### src/rtl/reservation_station_mc.sv
// reservation_station_mc: age-ordered reservation station with NUM_CDB parallel
// wakeup channels, placed between the dispatcher and one functional unit.
//   clk, reset (async, active-high)
//   load/func/t1/t2/dst/ready1/ready2/v1/v2/pc/imm : dispatch of one renamed insn
//   cdb_valid/cdb_tag/cdb_value : NUM_CDB packed wakeup channels, channel 0 in LSBs
//   issue       : grant from the issue unit, honoured only while insn_ready
//   insn_ready  : some entry is ready this cycle (includes same-cycle CDB bypass)
//   is_full, free_count : occupancy, decoded from registered valid bits
//   dst_tag     : destination tag of the entry selected for issue, 0 if none
//   start, func_out, v1_out, v2_out, pc_out, imm_out : registered issue payload
// Optional feature: define RS_FLUSH_EN to add a `flush` input that empties the
// station on the edge (payload registers hold, start forced low).

`ifndef ROB_TAG_LEN
`define ROB_TAG_LEN 6
`endif
`ifndef XLEN
`define XLEN 32
`endif

module reservation_station_mc #(
    parameter int unsigned NUM_ENTRIES = 8,
    parameter int unsigned NUM_CDB     = 2,
    parameter int unsigned TAG_W       = `ROB_TAG_LEN,
    parameter int unsigned XLEN        = `XLEN,
    parameter int unsigned FUNC_W      = 4
) (
    input  logic                         clk,
    input  logic                         reset,
`ifdef RS_FLUSH_EN
    input  logic                         flush,
`endif
    input  logic                         load,
    input  logic [FUNC_W-1:0]            func,
    input  logic [TAG_W-1:0]             t1,
    input  logic [TAG_W-1:0]             t2,
    input  logic [TAG_W-1:0]             dst,
    input  logic                         ready1,
    input  logic                         ready2,
    input  logic [XLEN-1:0]              v1,
    input  logic [XLEN-1:0]              v2,
    input  logic [XLEN-1:0]              pc,
    input  logic [XLEN-1:0]              imm,
    input  logic [NUM_CDB-1:0]           cdb_valid,
    input  logic [NUM_CDB*TAG_W-1:0]     cdb_tag,
    input  logic [NUM_CDB*XLEN-1:0]      cdb_value,
    input  logic                         issue,
    output logic                         insn_ready,
    output logic                         is_full,
    output logic [$clog2(NUM_ENTRIES):0] free_count,
    output logic [TAG_W-1:0]             dst_tag,
    output logic                         start,
    output logic [FUNC_W-1:0]            func_out,
    output logic [XLEN-1:0]              v1_out,
    output logic [XLEN-1:0]              v2_out,
    output logic [XLEN-1:0]              pc_out,
    output logic [XLEN-1:0]              imm_out
);

    localparam int unsigned IDX_W = $clog2(NUM_ENTRIES);
    localparam int unsigned CNT_W = IDX_W + 1;
    localparam logic [FUNC_W-1:0] ALU_ADD = '0;

    // Entry storage
    logic [NUM_ENTRIES-1:0] valid_q, valid_d, rdy1_q, rdy1_d, rdy2_q, rdy2_d;
    logic [FUNC_W-1:0]      func_q [NUM_ENTRIES];
    logic [FUNC_W-1:0]      func_d [NUM_ENTRIES];
    logic [TAG_W-1:0]       t1_q   [NUM_ENTRIES];
    logic [TAG_W-1:0]       t1_d   [NUM_ENTRIES];
    logic [TAG_W-1:0]       t2_q   [NUM_ENTRIES];
    logic [TAG_W-1:0]       t2_d   [NUM_ENTRIES];
    logic [TAG_W-1:0]       dst_q  [NUM_ENTRIES];
    logic [TAG_W-1:0]       dst_d  [NUM_ENTRIES];
    logic [XLEN-1:0]        v1_q   [NUM_ENTRIES];
    logic [XLEN-1:0]        v1_d   [NUM_ENTRIES];
    logic [XLEN-1:0]        v2_q   [NUM_ENTRIES];
    logic [XLEN-1:0]        v2_d   [NUM_ENTRIES];
    logic [XLEN-1:0]        pc_q   [NUM_ENTRIES];
    logic [XLEN-1:0]        pc_d   [NUM_ENTRIES];
    logic [XLEN-1:0]        imm_q  [NUM_ENTRIES];
    logic [XLEN-1:0]        imm_d  [NUM_ENTRIES];
    logic [IDX_W-1:0]       age_q  [NUM_ENTRIES];
    logic [IDX_W-1:0]       age_d  [NUM_ENTRIES];

    // Issue payload registers
    logic              start_q, start_d;
    logic [FUNC_W-1:0] func_out_q, func_out_d;
    logic [XLEN-1:0]   v1_out_q, v1_out_d, v2_out_q, v2_out_d;
    logic [XLEN-1:0]   pc_out_q, pc_out_d, imm_out_q, imm_out_d;

    // Combinational helpers
    logic [NUM_ENTRIES-1:0] hit1_c, hit2_c, entry_rdy_c;
    logic [XLEN-1:0]        op1_c [NUM_ENTRIES];
    logic [XLEN-1:0]        op2_c [NUM_ENTRIES];
    logic                   ld_hit1_c, ld_hit2_c;
    logic [XLEN-1:0]        ld_op1_c, ld_op2_c;
    logic                   sel_found_c, free_found_c;
    logic [IDX_W-1:0]       sel_idx_c, sel_age_c, free_idx_c;
    logic [CNT_W-1:0]       valid_cnt_c;
    logic                   flush_c, do_issue_c, do_load_c;

`ifdef RS_FLUSH_EN
    assign flush_c = flush;
`else
    assign flush_c = 1'b0;
`endif

    // {hit, value} for a tag across all channels; lowest channel wins on duplicates
    function automatic logic [XLEN:0] cdb_lookup(
        input logic [TAG_W-1:0]         tag,
        input logic [NUM_CDB-1:0]       vld,
        input logic [NUM_CDB*TAG_W-1:0] tags,
        input logic [NUM_CDB*XLEN-1:0]  vals
    );
        logic [XLEN:0] r;
        r = '0;
        for (int k = 0; k < NUM_CDB; k++) begin
            if (!r[XLEN] && vld[k] && (tags[k*TAG_W +: TAG_W] == tag)) begin
                r = {1'b1, vals[k*XLEN +: XLEN]};
            end
        end
        return r;
    endfunction

    // CDB snoop for stored entries and for the insn being dispatched
    always_comb begin : snoop
        logic [XLEN:0] lk;
        for (int i = 0; i < NUM_ENTRIES; i++) begin
            lk        = cdb_lookup(t1_q[i], cdb_valid, cdb_tag, cdb_value);
            hit1_c[i] = lk[XLEN];
            op1_c[i]  = lk[XLEN] ? lk[XLEN-1:0] : v1_q[i];
            lk        = cdb_lookup(t2_q[i], cdb_valid, cdb_tag, cdb_value);
            hit2_c[i] = lk[XLEN];
            op2_c[i]  = lk[XLEN] ? lk[XLEN-1:0] : v2_q[i];
            entry_rdy_c[i] = valid_q[i] && (rdy1_q[i] || hit1_c[i]) && (rdy2_q[i] || hit2_c[i]);
        end
        lk        = cdb_lookup(t1, cdb_valid, cdb_tag, cdb_value);
        ld_hit1_c = lk[XLEN];
        ld_op1_c  = lk[XLEN] ? lk[XLEN-1:0] : v1;
        lk        = cdb_lookup(t2, cdb_valid, cdb_tag, cdb_value);
        ld_hit2_c = lk[XLEN];
        ld_op2_c  = lk[XLEN] ? lk[XLEN-1:0] : v2;
    end

    // Oldest ready entry, lowest free slot and occupancy
    always_comb begin
        sel_found_c  = 1'b0;
        sel_idx_c    = '0;
        sel_age_c    = '0;
        free_found_c = 1'b0;
        free_idx_c   = '0;
        valid_cnt_c  = '0;
        for (int i = 0; i < NUM_ENTRIES; i++) begin
            if (entry_rdy_c[i] && (!sel_found_c || (age_q[i] < sel_age_c))) begin
                sel_found_c = 1'b1;
                sel_idx_c   = IDX_W'(i);
                sel_age_c   = age_q[i];
            end
            if (!valid_q[i] && !free_found_c) begin
                free_found_c = 1'b1;
                free_idx_c   = IDX_W'(i);
            end
            valid_cnt_c = valid_cnt_c + CNT_W'(valid_q[i]);
        end
    end

    assign insn_ready = sel_found_c;
    assign is_full    = &valid_q;
    assign free_count = CNT_W'(NUM_ENTRIES) - valid_cnt_c;
    assign dst_tag    = sel_found_c ? dst_q[sel_idx_c] : '0;

    assign do_issue_c = issue && sel_found_c && !flush_c;
    assign do_load_c  = load && !is_full && !flush_c;

    // Next-state: wakeup, issue (with age compaction), dispatch, flush
    always_comb begin
        valid_d    = valid_q;
        rdy1_d     = rdy1_q | hit1_c;
        rdy2_d     = rdy2_q | hit2_c;
        func_d     = func_q;
        t1_d       = t1_q;
        t2_d       = t2_q;
        dst_d      = dst_q;
        v1_d       = op1_c;
        v2_d       = op2_c;
        pc_d       = pc_q;
        imm_d      = imm_q;
        age_d      = age_q;
        start_d    = do_issue_c;
        func_out_d = func_out_q;
        v1_out_d   = v1_out_q;
        v2_out_d   = v2_out_q;
        pc_out_d   = pc_out_q;
        imm_out_d  = imm_out_q;

        if (do_issue_c) begin
            valid_d[sel_idx_c] = 1'b0;
            func_out_d = func_q[sel_idx_c];
            v1_out_d   = op1_c[sel_idx_c];
            v2_out_d   = op2_c[sel_idx_c];
            pc_out_d   = pc_q[sel_idx_c];
            imm_out_d  = imm_q[sel_idx_c];
            for (int i = 0; i < NUM_ENTRIES; i++) begin
                if (valid_q[i] && (age_q[i] > sel_age_c)) begin
                    age_d[i] = age_q[i] - IDX_W'(1);
                end
            end
        end

        if (do_load_c) begin
            valid_d[free_idx_c] = 1'b1;
            rdy1_d[free_idx_c]  = ready1 || ld_hit1_c;
            rdy2_d[free_idx_c]  = ready2 || ld_hit2_c;
            func_d[free_idx_c]  = func;
            t1_d[free_idx_c]    = t1;
            t2_d[free_idx_c]    = t2;
            dst_d[free_idx_c]   = dst;
            v1_d[free_idx_c]    = ld_op1_c;
            v2_d[free_idx_c]    = ld_op2_c;
            pc_d[free_idx_c]    = pc;
            imm_d[free_idx_c]   = imm;
            // The issued entry vacates one age slot this same edge
            age_d[free_idx_c]   = IDX_W'(valid_cnt_c - CNT_W'(do_issue_c));
        end

        if (flush_c) begin
            valid_d = '0;
            for (int i = 0; i < NUM_ENTRIES; i++) age_d[i] = '0;
        end
    end

    // State registers
    always_ff @(posedge clk or posedge reset) begin
        if (reset) begin
            valid_q <= '0;
            rdy1_q  <= '0;
            rdy2_q  <= '0;
            for (int i = 0; i < NUM_ENTRIES; i++) begin
                func_q[i] <= ALU_ADD;
                t1_q[i]   <= '0;
                t2_q[i]   <= '0;
                dst_q[i]  <= '0;
                v1_q[i]   <= '0;
                v2_q[i]   <= '0;
                pc_q[i]   <= '0;
                imm_q[i]  <= '0;
                age_q[i]  <= '0;
            end
            start_q    <= 1'b0;
            func_out_q <= ALU_ADD;
            v1_out_q   <= '0;
            v2_out_q   <= '0;
            pc_out_q   <= '0;
            imm_out_q  <= '0;
        end else begin
            valid_q    <= valid_d;
            rdy1_q     <= rdy1_d;
            rdy2_q     <= rdy2_d;
            func_q     <= func_d;
            t1_q       <= t1_d;
            t2_q       <= t2_d;
            dst_q      <= dst_d;
            v1_q       <= v1_d;
            v2_q       <= v2_d;
            pc_q       <= pc_d;
            imm_q      <= imm_d;
            age_q      <= age_d;
            start_q    <= start_d;
            func_out_q <= func_out_d;
            v1_out_q   <= v1_out_d;
            v2_out_q   <= v2_out_d;
            pc_out_q   <= pc_out_d;
            imm_out_q  <= imm_out_d;
        end
    end

    assign start    = start_q;
    assign func_out = func_out_q;
    assign v1_out   = v1_out_q;
    assign v2_out   = v2_out_q;
    assign pc_out   = pc_out_q;
    assign imm_out  = imm_out_q;

endmodule
### config.mk
export PLATFORM = sky130hd
export DESIGN_NAME = reservation_station_mc
export DESIGN_NICKNAME = d
export VERILOG_FILES = /design/src/rtl/reservation_station_mc.sv
export SDC_FILE = /design/constraint.sdc
export NUM_CORES = 2
export LEC_CHECK = 0
export ABC_AREA = 0
export CAP_MARGIN = 40
export CORE_MARGIN = 2
export CORE_UTILIZATION = 55
export CTS_CLUSTER_SIZE = 16
export DETAILED_ROUTE_END_ITERATION = 10
export GPL_ROUTABILITY_DRIVEN = 0
export PLACE_DENSITY_LB_ADDON = 0.3
export SYNTH_ARGS = -nofsm -noshare
export SYNTH_HDL_FRONTEND = slang
export SYNTH_SLANG_ARGS = --single-unit
export TNS_END_PERCENT = 30
### constraint.sdc
create_clock -name clk -period 130.3 [get_ports clk]
set_clock_uncertainty 0.2 [all_clocks]
set_input_delay 39.09 -clock clk [delete_from_list [all_inputs] [get_ports clk]]
set_output_delay 39.09 -clock clk [all_outputs]
set_load 0.005 [all_outputs]
==> flow_summary.toml <==
[timing]
worst-slew-pin-transition_ns = 1.14
final_hold_viol_count = 0
fmax_ghz = 0.0106
setup_tns_ns = 0
fin_crit_ns = 94.49
rsz0062_at_grt = "false"
setup_viol = 0
maxSlewHeadroom_pct = 24.3
slew_violations = 0
period_share_pct = 72.5

[cts]
cts-root-buf = "clkbuf_16"
cts-resized-gates = 0
cts_hold_buf = 0
cts.clk_slew.worst_paths_ns = 0.06
htreeDepth = 4
cts_buffers = 150
cts_sinks = 1381
clock_latency_ns = 0.81
cts_setup_buffers = 0
cts_tree = "yes"
clk_path_buf_depth = 3

[worst_setup_path]
cp_slowest_stage_delay_ns = 0.81
cp_slowest_cell = "a21oi_1"
cp-end-kind = "output port"
cp_max_fo = 41
cp.required_ns = 91.01
r2r_setup_slack_ns = 113.36
arrival_ns = 55.20
worstSetupPathType = "input pin to output port"
critPathLaunchType = "input pin"

[placement]
io_buffers = 378
place_hpwl_mm = 159
placed_cell_area_sq_um = 83500
placed_cells = 10700

[route]
antenna_left = 0
wirelength_mm = 279
drt-vias-per-instance = 6.45
drtPass1Iterations = 9
drc_errors = 0
dr.first_iter.drc_count = 8724
wl_per_cell_um = 25.3
dr_total_vias = 71200

[synth]
synthCells = 9145
synth-edff-count = 0
ys_types = 87
ys_ff_latch = 1381
synthArstFlopShare_pct = 100
synth_area_sq_um = 78100
syn_area_per_cell_sq_um = 8.54
ys.flop_type = "dfrtp_1"
yosys_warnings = 0
syn_nets = 9428
seq_area_frac_synth_pct = 44.3

[finish]
layout.cells.non_filler = 11000
final_util_pct = 62.6
drive_gt1_share_pct = 10.0
fill_cells = 11800
areaGrowthSynthToFinish_pct = 13.2
design_area_sq_um = 88400
final_nets = 9294

[floorplan]
die_x_um = 381
start_util_pct = 55.3
fp-row-count = 138
die_h_um = 381
die_area_sq_um = 145000
ioPinCount = 379
fp.coreArea_sq_um = 141000

[grt]
track_usage_pct = 37.6
grt_pass1_wl_mm = 424
grt_max_degree = 193
grt-ovfl-total = 0
grt_pass1_vias = 70000
grt_antenna_before_repair = 22

[run]
max_cap_violations = 0

[run_status]
status = "finished clean"

[min_path]
min_path_type = "flip-flop to flip-flop"
==> cell usage after synthesis, drive strengths merged (45+ instances only) <==
cell type / number / area [sq um]
a211oi: 84 / 636
a21oi: 406 / 2050
a221oi: 88 / 1150
a31oi: 83 / 526
and3: 65 / 407
buf: 216 / 970
clkbuf: 658 / 2470
dfrtp: 1381 / 34600
ha: 45 / 563
inv: 45 / 169
mux2: 269 / 3030
mux2i: 734 / 7350
nand2: 2863 / 10700
nand4: 45 / 282
nor2: 402 / 1510
nor3: 56 / 280
o2111ai: 64 / 578
o211ai: 140 / 1380
o21ai: 918 / 4600
o22ai: 72 / 450
xnor2: 127 / 1120
xor2: 107 / 937
==> routing by layer <==
metal  vias up  track usage (%)  part of all wire (%)
met5         -                0                 0.035
met4        16             21.2                   5.9
met3      1070             9.43                    11
met2      4671             58.8                    45
met1     34400             47.7                    38
li1      31000                -                     -
==> cell type report <==
cell class | count | area, sq um | area share (%)
Timing Repair Buffer | 588 | 6030 | 6.83
Clock inverter | 46 | 548 | 0.620
Antenna cell | 14 | 35.0 | 0.0396
Clock buffer | 222 | 4360 | 4.93
Inverter | 46 | 185 | 0.209
Multi-Input combinational cell | 6844 | 40300 | 45.6
Sequential cell | 1381 | 34600 | 39.1
Tap cell | 1890 | 2360 | 2.67
==> cells by family (layout without fill, tap and decap cells) <==
kind of cell | after synthesis | in the layout | share of synthesized area, %
other | 0 | 14 | 0
AND/OR/NAND/NOR | 3521 | 3521 | 17.8
adder cells (fa/ha/maj) | 49 | 49 | 0.824
flip-flops | 1381 | 1381 | 44.3
buffers and inverters | 920 | 902 | 4.63
AO/OA/AOI/OAI | 2037 | 2037 | 16.6
XOR/XNOR | 234 | 234 | 2.63
multiplexers | 1003 | 1003 | 13.3
==> through the flow <==
step | setup slack [ns] | hold slack (ns)
6_report | 35.81 | 0.271
5_1_grt | 34.87 | 0.286
4_1_cts | 36.18 | 0.274
3_5_place_dp | 36.25 | 0.259
3_3_place_gp | 36.70 | 0.254
2_1_floorplan | 41.24 | 0.241
==> final timing paths <==
check                      cells after the start                 start                    to
max in group asynchronous                      9                 reset   v1_q[210]$_DFF_PP0_
hold reg to reg                                2  imm_q[2]$_DFFE_PP0P_  imm_q[2]$_DFFE_PP0P_
setup reg to reg                              66  t2_q[42]$_DFFE_PP0P_    age_q[5]$_DFF_PP0_
setup / recovery                              62            cdb_tag[8]            dst_tag[5]
hold / removal                                 2  imm_q[2]$_DFFE_PP0P_  imm_q[2]$_DFFE_PP0P_
min in group asynchronous                      2                 reset  t2_q[24]$_DFFE_PP0P_
==> worst max-delay path: cells and delay by family <==
family | cells | cell delay, ns
buffers and inverters | 7 | 2.72
AOI/OAI and AO/OA | 26 | 6.52
xor gates and xnor gates | 1 | 0.16
and+or+nand+nor | 17 | 3.17
adders and majority gates | 7 | 2.16
muxes | 4 | 1.30
==> registers in the layout, indices dropped and copies added (netlist names), 48 cells and up <==
register and count:
dst_q 48, t1_q 48, v1_q 256, imm_q 256
pc_q 256, t2_q 48, v2_q 256
==> placed cells by master, fill, tap and decap left out, types with 9 or more instances in the layout <==
master	Yosys	layout
clkbuf_16	0	152
a32oi_1	27	27
clkbuf_8	0	29
o31ai_1	39	39
nand4_1	45	45
diode_2	0	14
and3_1	65	64
nand2_1	2863	2855
o2111ai_1	63	63
xnor2_1	126	126
a31oi_1	82	82
xor2_1	107	107
buf_4	12	168
a2111oi_0	25	24
nand3_1	18	17
o21ai_0	910	909
a211oi_1	83	82
a21oi_1	404	402
o211ai_2	62	62
clkinv_2	0	19
a311oi_1	23	23
clkbuf_1	658	41
o211ai_1	77	77
clkdlybuf4s50_1	0	378
ha_1	45	45
mux2_2	269	269
nor4_2	8	19
inv_1	45	44
mux2i_1	734	734
buf_12	0	14
nor2_1	401	399
a221oi_1	28	28
or3_1	10	9
nor3_1	56	54
o22ai_1	72	72
buf_16	0	24
a221oi_2	60	60
nor4_4	3	10
dfrtp_1	1381	1381
Power is not shown: default switching activity piles up to over one toggle a cycle in this logic, so the estimate is an artifact.
